$ cat config.mk
export PLATFORM = sky130hd
export DESIGN_NAME = puf_resp_serializer
export DESIGN_NICKNAME = d
export VERILOG_FILES = /design/src/rtl/puf_resp_serializer.sv
export SDC_FILE = /design/constraint.sdc
export NUM_CORES = 1
export LEC_CHECK = 0
export CORE_MARGIN = 2
export CORE_UTILIZATION = 51
export CTS_BUF_LIST = sky130_fd_sc_hd__clkbuf_16
export DETAILED_ROUTE_END_ITERATION = 10
export GPL_ROUTABILITY_DRIVEN = 0
export HOLD_SLACK_MARGIN = 0.15
export MAX_ROUTING_LAYER = met4
export PLACE_DENSITY = 0.8
export SLEW_MARGIN = 0
export SYNTH_ARGS = -nofsm -noshare
export SYNTH_HDL_FRONTEND = slang
export SYNTH_SLANG_ARGS = --single-unit
$ cat constraint.sdc
create_clock -name clk -period 2.3 [get_ports clk]
set_input_delay 0.345 -clock clk [delete_from_list [all_inputs] [get_ports clk]]
set_output_delay 0.345 -clock clk [all_outputs]
set_load 0.03 [all_outputs]
$ cat src/rtl/puf_resp_serializer.sv
`default_nettype none
// ============================================================================
// Module      : puf_resp_serializer
// Description : Captures the PUF response on a rising edge of puf_done and
//               streams it out as a byte frame over valid/ready:
//               header, response bytes MSB-first, optional XOR checksum.
// Revision    : 1.0 - initial release
// ============================================================================
module puf_resp_serializer #(
    parameter int         DATA_W     = 128,
    parameter logic [7:0] HDR_BYTE   = 8'hA5,
    parameter int         SEND_CKSUM = 1
) (
    input  logic              clk,
    input  logic              rst_n,
    input  logic [DATA_W-1:0] puf_out,
    input  logic              puf_done,
    output logic [7:0]        tx_data,
    output logic              tx_valid,
    input  logic              tx_ready,
    output logic              tx_last,
    output logic              busy,
    output logic              sent_done,
    output logic [7:0]        frame_cnt
);

    localparam int                 c_NB       = DATA_W / 8;
    localparam int                 c_IDX_W    = (c_NB > 1) ? $clog2(c_NB) : 1;
    localparam logic [c_IDX_W-1:0] c_LAST_IDX = c_IDX_W'(c_NB - 1);

    typedef enum logic [2:0] {
        S_IDLE  = 3'd0,
        S_HDR   = 3'd1,
        S_DATA  = 3'd2,
        S_CKSUM = 3'd3,
        S_DONE  = 3'd4
    } state_t;

    state_t              r_state;
    state_t              w_state_nxt;
    logic                r_done_q;
    logic [DATA_W-1:0]   r_shadow;
    logic [c_IDX_W-1:0]  r_idx;
    logic [7:0]          r_cksum;
    logic                r_busy;
    logic                r_sent_done;
    logic [7:0]          r_frame_cnt;

    logic                w_trigger;
    logic                w_hs;
    logic [DATA_W-1:0]   w_shifted;
    logic [7:0]          w_data_byte;

    // A capture only starts from a quiescent state; mid-frame edges are dropped.
    assign w_trigger = puf_done & ~r_done_q & ((r_state == S_IDLE) | (r_state == S_DONE));
    assign w_hs      = tx_valid & tx_ready;

    // Current data byte: move byte idx to the top of the snapshot.
    assign w_shifted   = r_shadow << {r_idx, 3'b000};
    assign w_data_byte = w_shifted[DATA_W-1 -: 8];

    // State register.
    always_ff @(posedge clk) begin
        if (!rst_n) begin
            r_state <= S_IDLE;
        end else begin
            r_state <= w_state_nxt;
        end
    end

    // Next-state and stream outputs; outputs depend only on registered state.
    always_comb begin
        w_state_nxt = r_state;
        tx_data     = 8'h00;
        tx_valid    = 1'b0;
        tx_last     = 1'b0;
        case (r_state)
            S_IDLE, S_DONE: begin
                if (w_trigger) begin
                    w_state_nxt = S_HDR;
                end
            end
            S_HDR: begin
                tx_valid = 1'b1;
                tx_data  = HDR_BYTE;
                if (tx_ready) begin
                    w_state_nxt = S_DATA;
                end
            end
            S_DATA: begin
                tx_valid = 1'b1;
                tx_data  = w_data_byte;
                tx_last  = (SEND_CKSUM == 0) && (r_idx == c_LAST_IDX);
                if (tx_ready && (r_idx == c_LAST_IDX)) begin
                    w_state_nxt = (SEND_CKSUM != 0) ? S_CKSUM : S_DONE;
                end
            end
            S_CKSUM: begin
                tx_valid = 1'b1;
                tx_data  = r_cksum;
                tx_last  = 1'b1;
                if (tx_ready) begin
                    w_state_nxt = S_DONE;
                end
            end
            default: begin
                w_state_nxt = S_IDLE;
            end
        endcase
    end

    // Datapath: edge detect, snapshot, byte index, checksum and status flags.
    always_ff @(posedge clk) begin
        if (!rst_n) begin
            r_done_q    <= 1'b0;
            r_shadow    <= '0;
            r_idx       <= '0;
            r_cksum     <= 8'h00;
            r_busy      <= 1'b0;
            r_sent_done <= 1'b0;
            r_frame_cnt <= 8'h00;
        end else begin
            r_done_q <= puf_done;
            if (w_trigger) begin
                r_shadow    <= puf_out;
                r_cksum     <= 8'h00;
                r_idx       <= '0;
                r_busy      <= 1'b1;
                r_sent_done <= 1'b0;
            end
            if (w_hs && (r_state == S_DATA)) begin
                r_cksum <= r_cksum ^ w_data_byte;
                r_idx   <= r_idx + 1'b1;
            end
            if (w_hs && tx_last) begin
                r_busy      <= 1'b0;
                r_sent_done <= 1'b1;
                r_frame_cnt <= r_frame_cnt + 8'd1;
            end
        end
    end

    assign busy      = r_busy;
    assign sent_done = r_sent_done;
    assign frame_cnt = r_frame_cnt;

endmodule
`default_nettype wire

==> flow_summary_export.csv, run 1 <==
group,metric,value,unit
drt,via_per_inst,5.36,
clock_network,cts_tree,"built",
critical_path,rr_endpoint,"r_cksum[2]",
clock_network,clkLatencyLatePin,0.42,ns
drt,drtIter0Drc,534,
worst_hold_path,min_to,"r_shadow[102]",
critical_path,crit_type,"register to output pin",
critical_path,cp_max_fo,8,
clock_network,clockBufferDepth,2,
power_and_ir_drop,p_leak,3.53,nW
placed_design,place_area,0.00885,mm2
synth,ys_async_sr_fraction,0,%
grt,grt_usage,25.9,%
grt,grt_util_met3,5.58,%
cells_and_area,drive_gt1_share,15.6,%
floorplanning,die_w,122,um
grt,busiest_layer,"met2",
critical_path,start_kind,"register",
grt,antenna_found_initial,0,
drt,drcViolationCount,0,
critical_path,cp.required,1.96,ns
power_and_ir_drop,ir_drop,0.551,mV
synth,synth_top_flop_cell,"dfxtp_1",
drt,route.vias.total,6000,
worst_hold_path,hp-class,"input port to register",
grt,grt_pass1_wl,28600,um
synth,syn_area_per_cell,9.03,um2
drt,drt-total-wl,19100,um
sta,worstMarginPinSlew,0.704,ns
floorplanning,core.rowCount,43,
sta,hold_viol,0,
synth,synth_edf_count,0,
floorplanning,die_area,0.0150,mm2
floorplanning,fp.dieH,122,um
floorplanning,core_area,0.0138,mm2
synth,synth_area_leaders,"dfxtp_1 (43%), nand2_1 (14%), a21boi_0 (11%)",
sta,timing.slew.headroom,53.0,%
synth,synth_top_area_cell,"dfxtp_1",
critical_path,arrival,2.23,ns
critical_path,r2r-start,"r_state[1]",
grt,grt-ovfl-total,0,
sta,finalWorstSetupSlack,-0.279,ns
floorplanning,start_util,51.8,%
grt,grt_pass1_vias,5610,
placed_design,dp_hpwl,12700,um
synth,synth.most_common_cell,"nand2_1",
placed_design,port_buffers,151,
sta,fmax,388,MHz
grt,met2_usage,39.7,%
critical_path,reg2regPathDepth,4,
sta,clock_skew,0.00599,ns
drt,wl_per_cell,17.0,um
grt,grt_start_max_net_pins,72,
worst_hold_path,whs_path_depth,2,
synth,syn_inst,790,
grt,met1_usage,34.9,%
sta,drv_slew,0,
synth,yosysUniqueCellTypes,44,
drt,drt_pass1_iterations,5,
sta,setup_viol,8,
clock_network,cts.sinks,154,
status,violations,"negative setup slack",
drt,ant_nets,0,
synth,synth_area,0.00714,mm2
clock_network,path_clk_slew,0.06,ns
worst_hold_path,hp-start,"rst_n",
synth,syn_nets,924,
cells_and_area,final_area,0.00977,mm2
cells_and_area,syn_to_final_growth,36.9,%
power_and_ir_drop,powerDensity,663,mW/mm2
synth,post-synth-top-area-fraction,43.2,%
sta,rsz0062_at_grt,"yes",
sta,layout_min_cycle_time,2.58,ns
clock_network,cts_buffers,17,
synth,synth_commonest_cells,"nand2_1 (264), dfxtp_1 (154), a21boi_0 (109)",
cells_and_area,final_nets,1062,
synth,ys_ff_latch,154,
critical_path,reg2reg_slack,0.23,ns
flow_run,cap_viol_max_count,0,
clock_network,root_buffer,"clkbuf_16",
synth,yosys_warnings,0,
sta,period_share,112,%
placed_design,placed_cells,1076,
synth,synth-seq-area-share,43.2,%
cells_and_area,fillers,1029,
cells_and_area,finalNonFillerCells,1120,
floorplanning,ios,152,
critical_path,cp-end-kind,"output pin",
status,status,"finished with violations",
critical_path,critPathLaunch,"r_idx[1]",
clock_network,holdBufCountCts,0,
clock_network,htree_levels,4,
cells_and_area,diodes,0,
-- power by group --
group	total, mW	leakage [nW]	internal, mW	switching [mW]
sequential	2.93	1.26	2.82	0.111
clock	2.61	0.272	1.55	1.06
combinational	0.932	2.00	0.499	0.433
-- metrics by stage --
| stage | util [%] | worst slack, ns | total power [mW] | TNS, ns | hold slack, ns |
|---|---|---|---|---|---|
| floorplan | - | 0.0700 | 3.40 | 0 | 0.431 |
| global placement | 64.3 | 0.0308 | 3.82 | 0 | 0.443 |
| detailed placement | 64.3 | 0.0338 | 3.83 | 0 | 0.451 |
| CTS | 68.6 | -0.305 | 6.43 | -2.30 | 0.413 |
| global route | 70.9 | -0.330 | 6.71 | -2.54 | 0.444 |
| finish | 70.9 | -0.279 | 6.48 | -2.13 | 0.427 |
-- how the worst max path moves through the flow --
stage	cells after the start	slack, ns	endpoint
3_3_place_gp	7	0.03	tx_data[5]
3_5_place_dp	7	0.03	tx_data[5]
5_1_grt	8	-0.33	tx_data[2]
2_1_floorplan	7	0.07	tx_data[6]
6_report	6	-0.28	tx_data[2]
4_1_cts	7	-0.30	tx_data[5]
-- layer usage --
| layer | up-vias | routed length [um] |
|---|---|---|
| met1 | 2824 | 8260 |
| li1 | 2933 | - |
| met4 | 0 | 358 |
| met5 | - | 0 |
| met2 | 213 | 9190 |
| met3 | 30 | 1250 |
-- cell usage in the layout, fill, tap and decap left out, drive strengths merged, types with 10 or more instances in the layout --
master	n
a21boi	129
nor2	13
o22ai	16
buf	39
dfxtp	154
mux4	32
clkbuf	20
clkdlybuf4s50	140
and2	15
nand2	265
mux2i	17
nor2b	18
nand3	10
-- worst max-delay path: stages (launching register included) --
cell	delay [ns]
dfxtp_4	0.42
clkbuf_16	0.20
mux4_2	0.52
mux2i_2	0.23
mux2_4	0.21
o22ai_4	0.07
buf_6	0.16
-- flip-flops by register name, summed over array words and instances, names as in the netlist --
register	count
r_shadow	128
busy	1
frame_cnt	8
r_done_q	1
r_idx	4
r_state	3
r_cksum	8
sent_done	1
-- cell type report --
type / count / area [um2] / share of cell area (%)
clock buffer: 17 / 425 / 4.36
clock inverter: 14 / 116 / 1.19
inverter: 6 / 22.5 / 0.231
multi-input combinational: 566 / 3960 / 40.5
sequential: 154 / 3090 / 31.6
tap: 180 / 225 / 2.31
timing repair buffer: 183 / 1930 / 19.8
-- repair_timing --
item | CTS | global route
setup endpoints to repair | 9 | 9
buffers inserted | 2 | 9
resized for setup | 12 | 54
pin swaps | 1 | 11
gates cloned | 0 | 2
-- logic make-up (layout without fill, tap and decap cells) --
kind of cell / after synthesis / count (layout) / synth area share (%)
compound gates: 154 / 154 / 15.9
xor+xnor: 9 / 9 / 1.10
fa+ha+maj: 2 / 2 / 0.351
buf+inv: 70 / 220 / 4.63
flops: 154 / 154 / 43.2
mux: 57 / 57 / 14.0
simple gates: 344 / 344 / 20.8
No activity file was read; power rests on OpenSTA's default activity.
==> inputs of run 2 (changes only) <==
--- a/config.mk
+++ b/config.mk
@@ -6,13 +6,14 @@
 export NUM_CORES = 1
 export LEC_CHECK = 0
 export CORE_MARGIN = 2
-export CORE_UTILIZATION = 51
+export CORE_UTILIZATION = 63
 export CTS_BUF_LIST = sky130_fd_sc_hd__clkbuf_16
 export DETAILED_ROUTE_END_ITERATION = 10
+export DONT_BUFFER_PORTS = 1
 export GPL_ROUTABILITY_DRIVEN = 0
 export HOLD_SLACK_MARGIN = 0.15
 export MAX_ROUTING_LAYER = met4
-export PLACE_DENSITY = 0.8
+export PLACE_DENSITY_LB_ADDON = 0.1
 export SLEW_MARGIN = 0
 export SYNTH_ARGS = -nofsm -noshare
 export SYNTH_HDL_FRONTEND = slang
==> run 2 against run 1 <==
- the run still ends with negative setup slack left
- highest routed layer unchanged
- utilization up 19 points
- power up 2.8%
- clock power up 7%
- critical endpoint is now tx_data[1]
==> flow_summary_export.csv, run 2 (synthesized netlist as in run 1, its figures left out) <==
group,metric,value,unit
status,status,"finished with violations",
status,violations,"negative setup slack",
clock_network,cts.sinks,154,
critical_path,arrival,2.37,ns
floorplanning,fp.dieH,110,um
floorplanning,die_w,110,um
cells_and_area,mostFrequentLayoutCell,"nand2_1",
sta,period_share,118,%
grt,grt_pass1_vias,7011,
placed_design,port_buffers,0,
critical_path,cp-end-kind,"output pin",
critical_path,r2r-start,"r_idx[1]",
power_and_ir_drop,ir_drop,0.626,mV
sta,fmax,369,MHz
drt,drt-total-wl,22800,um
drt,wl_per_cell,20.8,um
sta,hold_slack,0.251,ns
floorplanning,die_area,0.0122,mm2
critical_path,reg2reg_slack,-0.25,ns
cells_and_area,top_register,"r_shadow",
worst_hold_path,whs_path_depth,3,
critical_path,cp_max_fo,7,
sta,setup_viol,9,
critical_path,rr_endpoint,"r_cksum[2]",
cells_and_area,register_area,0.00309,mm2
worst_hold_path,hp-start,"tx_ready",
grt,antenna_found_initial,0,
power_and_ir_drop,p_leak,3.67,nW
clock_network,root_buffer,"clkbuf_16",
cells_and_area,largest_reg_flops,128,
sta,layout_min_cycle_time,2.71,ns
placed_design,dp_hpwl,11000,um
clock_network,cts_tree,"built",
sta,hold_viol,0,
sta,drv_slew,0,
sta,rsz0062_at_grt,"yes",
drt,drt_pass1_iterations,8,
drt,route.vias.total,6724,
sta,clock_skew,0.00722,ns
drt,drcViolationCount,0,
cells_and_area,final_nets,1074,
critical_path,crit_type,"register to output pin",
cells_and_area,layout_common_cells,"nand2_1 (263), dfxtp_1 (152), dlygate4sd3_1 (151)",
floorplanning,start_util,65.3,%
cells_and_area,fillers,457,
clock_network,cts_buffers,17,
critical_path,reg2regPathDepth,14,
drt,via_per_inst,6.15,
critical_path,start_kind,"register",
sta,worstMarginPinSlew,0.703,ns
grt,grt_usage,38.3,%
sta,finalWorstSetupSlack,-0.411,ns
cells_and_area,diodes,0,
grt,grt_start_max_net_pins,141,
floorplanning,core_area,0.0109,mm2
cells_and_area,drive_gt1_share,15.3,%
flow_run,cap_viol_max_count,0,
worst_hold_path,hp-class,"input port to register",
critical_path,cp.required,1.96,ns
cells_and_area,finalNonFillerCells,1093,
power_and_ir_drop,powerDensity,679,mW/mm2
worst_hold_path,min_to,"r_state[1]",
drt,ant_nets,0,
floorplanning,ios,152,
placed_design,placed_cells,886,
grt,grt_pass1_wl,35800,um
drt,drtIter0Drc,856,
floorplanning,core.rowCount,38,
clock_network,clkLatencyLatePin,0.43,ns
clock_network,clockBufferDepth,2,
grt,grt-ovfl-total,0,
cells_and_area,syn_to_final_growth,37.3,%
clock_network,path_clk_slew,0.06,ns
sta,timing.slew.headroom,53.1,%
cells_and_area,multi_input_area,0.00391,mm2
clock_network,htree_levels,4,
-- run 2: cell type report --
class	count	area share (%)
multi-input cells	566	39.8
flip-flops and latches	154	31.5
clock buffers	17	4.34
repair buffers	195	20.6
well taps	140	1.79
clock inverters	15	1.65
inverters	6	0.230
-- run 2: critical path, stage by stage (launching register included) --
cell     delay [ns]
dfxtp_4        0.44
buf_12         0.17
buf_12         0.11
mux4_2         0.55
mux2i_2        0.24
mux2_4         0.19
o22ai_2        0.08
buf_6          0.16
-- run 2: how the worst max path moves through the flow --
stage | startpoint | to | slack (ns) | cells past startpoint
finish | r_idx[1] | tx_data[1] | -0.41 | 7
global route | r_idx[1] | tx_data[1] | -0.42 | 7
CTS | r_idx[1] | tx_data[3] | -0.35 | 8
detailed placement | r_idx[1] | tx_data[6] | 0.07 | 6
global placement | r_idx[1] | tx_data[5] | 0.06 | 7
floorplan | r_idx[1] | tx_data[6] | 0.07 | 7
-- run 2: stage by stage --
stage	area [um2]	setup WS, ns	power (mW)	utilization, %	TNS (ns)
after floorplan	7140	0.0700	3.40	-	0
after global placement	7240	0.0634	3.50	66.2	0
after detailed placement	7240	0.0659	3.53	66.2	0
after CTS	9700	-0.353	6.53	88.7	-2.87
after global routing	9800	-0.424	6.84	89.6	-3.54
final	9800	-0.411	6.66	89.6	-3.15
-- run 2: layer usage --
metal / global-route usage, % / wire, um
met4: 16.9 / 940
met2: 65.7 / 11700
met3: 8.18 / 1830
met5: - / 0
met1: 43.2 / 8270
-- run 2: report_power, final --
part / total, mW / switching, mW / internal, mW
Combinational: 0.924 / 0.465 / 0.459
Clock: 2.80 / 1.11 / 1.69
Sequential: 2.93 / 0.115 / 2.82
-- run 2: timing repair --
item / CTS / global route
buffers inserted: 18 / 4
endpoints found under the setup margin: 8 / 16
resized for setup: 29 / 27
cloned: 3 / 0
hold buffers: 152 / 0
hold endpoints to repair: 154 / 0
pin swaps: 5 / 4
